## src/rtl/secded_pkg.sv

```systemverilog
// Shared types and constants for the SECDED memory engine: FSM states, modes,
// decode status codes and Hamming codeword bit positions.
package secded_pkg;

  typedef enum logic [2:0] {
    ST_IDLE,
    ST_RD_LO,
    ST_RD_HI,
    ST_WR_LO,
    ST_WR_HI,
    ST_FIN
  } state_t;

  localparam logic MODE_ENC = 1'b0;
  localparam logic MODE_DEC = 1'b1;

  localparam logic [1:0] STAT_OK   = 2'b00;
  localparam logic [1:0] STAT_CORR = 2'b01;
  localparam logic [1:0] STAT_DBL  = 2'b10;

  localparam int POS_P0 = 0;
  localparam int POS_P1 = 1;
  localparam int POS_P2 = 2;
  localparam int POS_P4 = 4;
  localparam int POS_P8 = 8;

  // Each mask selects the positions whose index has the matching bit set.
  localparam logic [15:0] MASK_P1 = 16'hAAAA;
  localparam logic [15:0] MASK_P2 = 16'hCCCC;
  localparam logic [15:0] MASK_P4 = 16'hF0F0;
  localparam logic [15:0] MASK_P8 = 16'hFF00;

  function automatic logic [15:0] place_data(input logic [10:0] d);
    return {d[10:4], 1'b0, d[3:1], 1'b0, d[0], 3'b000};
  endfunction

  function automatic logic [10:0] extract_data(input logic [15:0] cw);
    return {cw[15:9], cw[7:5], cw[3]};
  endfunction

endpackage

```

## src/rtl/secded_codec.sv

```systemverilog
// Combinational Hamming(16,11) SECDED encoder and decoder/corrector.
module secded_codec
  import secded_pkg::*;
(
  input  logic [10:0] data,
  output logic [15:0] codeword,
  input  logic [15:0] rx,
  output logic [10:0] rx_data,
  output logic [1:0]  status
);

  logic [15:0] base;
  logic [15:0] with_p;
  logic [3:0]  syn;
  logic        q;
  logic [15:0] flip;
  logic [15:0] fixed;

  always_comb begin
    base   = place_data(data);
    with_p = base;
    with_p[POS_P1] = ^(base & MASK_P1);
    with_p[POS_P2] = ^(base & MASK_P2);
    with_p[POS_P4] = ^(base & MASK_P4);
    with_p[POS_P8] = ^(base & MASK_P8);
    codeword = with_p;
    codeword[POS_P0] = ^with_p[15:1];
  end

  always_comb begin
    syn  = {^(rx & MASK_P8), ^(rx & MASK_P4), ^(rx & MASK_P2), ^(rx & MASK_P1)};
    q    = ^rx;
    flip = '0;
    flip[syn] = 1'b1;
    fixed  = rx;
    status = STAT_OK;
    if (syn == 4'd0) begin
      status = q ? STAT_CORR : STAT_OK;
    end else if (q) begin
      // Odd overall parity with a nonzero syndrome: single error at position syn.
      status = STAT_CORR;
      fixed  = rx ^ flip;
    end else begin
      status = STAT_DBL;
    end
    rx_data = extract_data(fixed);
  end

endmodule

```

## src/rtl/secded_mem_engine.sv

```systemverilog
// Memory-to-memory SECDED engine: reads 16-bit messages byte by byte, encodes
// or decodes/corrects them, and writes the results back byte by byte.
module secded_mem_engine
  import secded_pkg::*;
#(
  parameter int NUM_MSG  = 15,
  parameter int SRC_BASE = 0,
  parameter int DST_BASE = 30,
  parameter int ADDR_W   = 8
) (
  input  logic              clk,
  input  logic              reset,
  input  logic              start,
  input  logic              mode,
  output logic [ADDR_W-1:0] mem_addr,
  input  logic [7:0]        mem_rdata,
  output logic              mem_wen,
  output logic [7:0]        mem_wdata,
  output logic              busy,
  output logic              done
);

  localparam int IDX_W = $clog2(NUM_MSG) + 1;

  state_t             state;
  state_t             state_nx;
  logic [IDX_W-1:0]   idx;
  logic [15:0]        work;
  logic               mode_r;
  logic               accept;
  logic               last;
  logic [ADDR_W-1:0]  msg_off;
  logic [15:0]        enc_cw;
  logic [10:0]        dec_data;
  logic [1:0]         dec_status;
  logic [15:0]        result;

  secded_codec u_codec (
    .data     ({work[10:8], work[7:0]}),
    .codeword (enc_cw),
    .rx       (work),
    .rx_data  (dec_data),
    .status   (dec_status)
  );

  assign accept  = start && (state == ST_IDLE || state == ST_FIN);
  assign last    = (idx >= IDX_W'(NUM_MSG - 1));
  assign msg_off = ADDR_W'(idx) << 1;
  assign result  = (mode_r == MODE_ENC) ? enc_cw : {dec_status, 3'b000, dec_data};

  always_ff @(posedge clk) begin
    if (reset) begin
      state  <= ST_IDLE;
      idx    <= '0;
      work   <= '0;
      mode_r <= MODE_ENC;
    end else begin
      state <= state_nx;
      if (accept) begin
        idx    <= '0;
        mode_r <= mode;
      end
      if (state == ST_RD_LO) work[7:0]  <= mem_rdata;
      if (state == ST_RD_HI) work[15:8] <= mem_rdata;
      if (state == ST_WR_HI && !last) idx <= idx + 1'b1;
    end
  end

  always_comb begin
    state_nx = state;
    case (state)
      ST_IDLE:  if (start) state_nx = ST_RD_LO;
      ST_RD_LO: state_nx = ST_RD_HI;
      ST_RD_HI: state_nx = ST_WR_LO;
      ST_WR_LO: state_nx = ST_WR_HI;
      ST_WR_HI: state_nx = last ? ST_FIN : ST_RD_LO;
      ST_FIN:   if (start) state_nx = ST_RD_LO;
      default:  state_nx = ST_IDLE;
    endcase
  end

  always_comb begin
    mem_addr  = '0;
    mem_wen   = 1'b0;
    mem_wdata = '0;
    busy      = 1'b0;
    done      = 1'b0;
    case (state)
      ST_RD_LO: begin
        busy     = 1'b1;
        mem_addr = ADDR_W'(SRC_BASE) + msg_off;
      end
      ST_RD_HI: begin
        busy     = 1'b1;
        mem_addr = ADDR_W'(SRC_BASE) + msg_off + ADDR_W'(1);
      end
      ST_WR_LO: begin
        busy      = 1'b1;
        mem_addr  = ADDR_W'(DST_BASE) + msg_off;
        mem_wen   = 1'b1;
        mem_wdata = result[7:0];
      end
      ST_WR_HI: begin
        busy      = 1'b1;
        mem_addr  = ADDR_W'(DST_BASE) + msg_off + ADDR_W'(1);
        mem_wen   = 1'b1;
        mem_wdata = result[15:8];
      end
      ST_FIN:  done = 1'b1;
      default: ;
    endcase
  end

endmodule

```

## config.mk

```make
export PLATFORM = sky130hd
export DESIGN_NAME = secded_mem_engine
export DESIGN_NICKNAME = d
export VERILOG_FILES = /design/src/rtl/secded_pkg.sv /design/src/rtl/secded_codec.sv /design/src/rtl/secded_mem_engine.sv
export SDC_FILE = /design/constraint.sdc
export NUM_CORES = 1
export LEC_CHECK = 0
export CORE_MARGIN = 2
export CORE_UTILIZATION = 55
export CTS_CLUSTER_SIZE = 10
export DETAILED_ROUTE_END_ITERATION = 10
export PLACE_DENSITY = 0.77
export SLEW_MARGIN = 20
export SYNTH_ARGS = -nofsm -noshare
export SYNTH_HDL_FRONTEND = slang
export SYNTH_SLANG_ARGS = --single-unit
```

## constraint.sdc

```tcl
create_clock -name clk -period 3.4 [get_ports clk]
set_input_delay 0.68 -clock clk [delete_from_list [all_inputs] [get_ports clk]]
set_output_delay 0.68 -clock clk [all_outputs]
set_load 0.02 [all_outputs]
```

==> impl_summary.log <==
[metrics] Highest Clock Rate: 294 MHz
[metrics] met3 usage: 0.0617
[metrics] clock latency at the later pin of the worst-skew pair: 0.27 ns
[metrics] detailed placer's ending HPWL: 4.43 mm
[metrics] Synthesized Nets: 282
[metrics] initial DRC count: 180
[metrics] max-slew violation count: 0
[metrics] Clock Tree Root: clkbuf_8
[metrics] area of the core region: 3940 um^2
[metrics] Logic pwr share: 0.668
[metrics] growth of design area from synthesis to finish: 48.4%
[metrics] Routed wire per std cell: 19.3 um
[metrics] CTS tree: yes
[metrics] final count of hold timing violations: 0
[metrics] Worst Hold Path Cells: 2
[metrics] vias in the first global route: 2,126
[metrics] global routing's busiest layer: met2
[metrics] grt met1 use: 0.348
[metrics] number of standard cells after synthesis: 267
[metrics] Mapped Area: 2210 um^2
[metrics] Syn. warnings: 0
[metrics] post-synthesis cell type count: 44
[metrics] fraction of power spent switching nets: 0.446
[metrics] reported max-cap violation count: 0
[metrics] proportion of layout cells with a drive suffix above 1: 0.337
[metrics] # DRC: 0
[metrics] GR Util All Layers: 0.296
[metrics] Via Count: 2,327
[metrics] peak ir drop on the vdd network: 0.000302 V
[metrics] kind of end point of the critical path: output port
[metrics] critical path data arrival time: 2.72 ns
[metrics] Cell Area, Placed: 2840 um^2
[metrics] Pwr Density: 490 nW/um^2
[metrics] post-synthesis average cell area: 8.29 um^2
[metrics] Yosys reg bits: 25
[metrics] Die Height: 67.4 um
[metrics] # clock sinks: 25
[metrics] power spent charging and discharging nets: 717 uW
[metrics] startpoint type of the worst setup path: flip-flop
[metrics] placed cell count: 375
[metrics] maximum net fanout on the critical path: 5
[metrics] Max-Slew Margin vs Limit: 0.353
[metrics] portion of the post-synthesis area used by sequential elements: 0.226
[metrics] Clock power frac: 0.114
[metrics] post-detailed-route via-to-cell ratio: 6.00
[metrics] count of buffers from port buffering: 29
[metrics] Horiz. Die Dim: 67.4 um
[metrics] first-pass GRT wire length: 9.96 mm
[metrics] worst min-delay path category: reg2reg
[metrics] required time reported for the critical path endpoint: 2.72 ns
[metrics] leakage power: 1.25 nW
[metrics] final number of setup-violating endpoints: 0
[metrics] sequential share of power: 0.218
[metrics] largest net degree at the start of global routing: 26
[metrics] worst setup skew after layout: 0.00149 ns
[metrics] cell row count: 23
[metrics] number of flops mapped to enable cells by yosys: 0
[metrics] share of async-settable or async-resettable flops after synthesis: 0
[metrics] final critical-path required period: 3.40 ns
[metrics] Global Route met2 Usage: 0.517
[metrics] post-route non-filler standard cell count: 388
[metrics] Top-Level Pins: 31
[metrics] internal power consumption: 893 uW
[metrics] path type of the worst setup path: reg2out
[metrics] H-Tree Depth: 1
[metrics] total length of routed wires: 7.49 mm
[metrics] final period utilization: 0.999
[metrics] measured slew at the worst slew-check pin: 0.967 ns
[metrics] buffer depth of the longest clock path: 2
[metrics] initial core utilization: 0.561
[metrics] clock buffers created by TritonCTS: 3
[metrics] number of nets in the layout: 354
[metrics] post-layout util: 0.833
[metrics] remaining number of nets flagged by the antenna check after routing: 0
[metrics] die area: 4550 um^2
[metrics] placer's final routability congestion estimate: 0.904
[metrics] first-pass detailed-route iteration total: 5
[metrics] post-route worst setup slack: 0.00272 ns
[metrics] initial antenna violation count: 0
[metrics] result of the run: complete, no violations
[metrics] cell count of the worst reg-to-reg path: 8
[metrics] Main synth FF type: dfxtp_1
[metrics] pre-CTS setup slack: -0.275 ns
[metrics] Clock transition at path regs: 0.09 ns
[metrics] diodes inserted: 0
[metrics] final instance area: 3280 um^2
[metrics] remaining global-route overflow: 0
cell usage in the layout (no fill, tap or decap), types with 4 or more instances in the layout:
cell	instances
a2111oi_4	7
a21oi_1	10
xor2_1	8
nand3b_1	5
nor2_1	32
dfxtp_2	6
buf_4	57
nand2b_1	7
xor2_4	4
xnor2_4	5
dfxtp_1	16
nand2_1	19
nor3_1	9
inv_1	6
xnor2_1	23
xnor2_2	11
and3_1	4
o21ai_0	14
mux2i_1	21
clkbuf_2	4
clkdlybuf4s50_1	21
path summary, 6_finish.rpt:
kind / from / to / slack, ns
hold reg to reg: idx[4]$_SDFFE_PP0P_ / idx[4]$_SDFFE_PP0P_ / 0.54
setup reg to reg: idx[0]$_SDFFE_PP0P_ / idx[2]$_SDFFE_PP0P_ / 1.50
setup / recovery: work[15]$_SDFFE_PP0N_ / mem_wdata[1] / 0.003
hold / removal: idx[4]$_SDFFE_PP0P_ / idx[4]$_SDFFE_PP0P_ / 0.54
through the flow:
stage | TNS, ns | power (mW) | hold slack [ns]
2_1_floorplan | 0 | 0.829 | 0.477
3_3_place_gp | -0.640 | 1.10 | 0.497
3_5_place_dp | -0.924 | 1.12 | 0.524
4_1_cts | -0.130 | 1.39 | 0.539
5_1_grt | -0.381 | 1.67 | 0.557
6_report | 0 | 1.61 | 0.538
cell type report:
type | count | area, um^2
inverters | 6 | 22.5
clock buffers | 4 | 45.0
multi-input cells | 218 | 1960
repair buffers | 85 | 673
flip-flops and latches | 25 | 519
well taps | 50 | 62.6
fillers | 229 | 658
repair_timing:
item	CTS	global route
resized for setup	37	50
pin swaps	6	8
setup buffers	6	3
setup endpoints to repair	8	9
hold buffers	0	0
sequential cells by signal, summed over array words and instances, names as in the netlist:
signal / cells
work: 16
idx: 5
state: 3
mode_r: 1
synth_stat cells (2+ instances only):
cell type / count / share of area
a2111oi_0: 3 / 0.012
a2111oi_1: 4 / 0.018
a2111oi_2: 2 / 0.014
a21oi_1: 10 / 0.023
a22oi_1: 3 / 0.010
a31o_1: 2 / 0.0079
and2_1: 2 / 0.0057
and3_1: 4 / 0.011
buf_1: 2 / 0.0034
buf_2: 2 / 0.0045
buf_4: 2 / 0.0068
clkbuf_1: 12 / 0.020
dfxtp_1: 25 / 0.23
ha_1: 3 / 0.017
inv_1: 6 / 0.010
mux2i_1: 21 / 0.095
nand2_1: 19 / 0.032
nand2b_1: 7 / 0.020
nand3_1: 2 / 0.0045
nand3b_1: 5 / 0.017
nand4_1: 2 / 0.0057
nor2_1: 32 / 0.054
nor3_1: 9 / 0.020
o211ai_1: 3 / 0.010
o21ai_0: 14 / 0.032
o221ai_1: 2 / 0.0079
xnor2_1: 36 / 0.14
xnor2_2: 3 / 0.022
xnor3_1: 2 / 0.020
xor2_1: 12 / 0.047
xor2_2: 3 / 0.022
power groups by stage:
| stage | clock network, mW | registers (mW) | logic [mW] |
|---|---|---|---|
| after floorplan | 0 | 0.336 | 0.494 |
| after global placement | 0 | 0.345 | 0.753 |
| after detailed placement | 0 | 0.346 | 0.772 |
| after CTS | 0.182 | 0.343 | 0.866 |
| after global routing | 0.193 | 0.354 | 1.12 |
| final | 0.183 | 0.351 | 1.08 |
layer usage:
layer / up-vias / routed length (um) / part of all wire
met5: - / 0 / 0
met4: 0 / 305 / 0.041
met3: 29 / 444 / 0.059
met2: 107 / 3750 / 0.50
met1: 1119 / 2990 / 0.40
li1: 1072 / - / -
cells by family (layout without fill, tap and decap cells):
family | count (synthesis) | in the layout | synth area share
AO/OA/AOI/OAI | 52 | 52 | 0.179
XOR/XNOR | 56 | 56 | 0.254
adder cells (fa/ha/maj) | 3 | 3 | 0.0170
buffers and inverters | 24 | 95 | 0.0452
flip-flops | 25 | 25 | 0.226
multiplexers | 21 | 21 | 0.0950
other | 1 | 1 | 0.00169
AND/OR/NAND/NOR | 85 | 85 | 0.181
critical path: stages, from the launching register on:
cell and delay, ns:
dfxtp_2 0.39, xor2_2 0.20, xnor2_2 0.27, buf_4 0.18, nand3b_1 0.25, a2111oi_4 0.47
buf_4 0.19, mux2i_1 0.19, o22ai_1 0.13, buf_4 0.17
(Power assumes the default switching activity.)
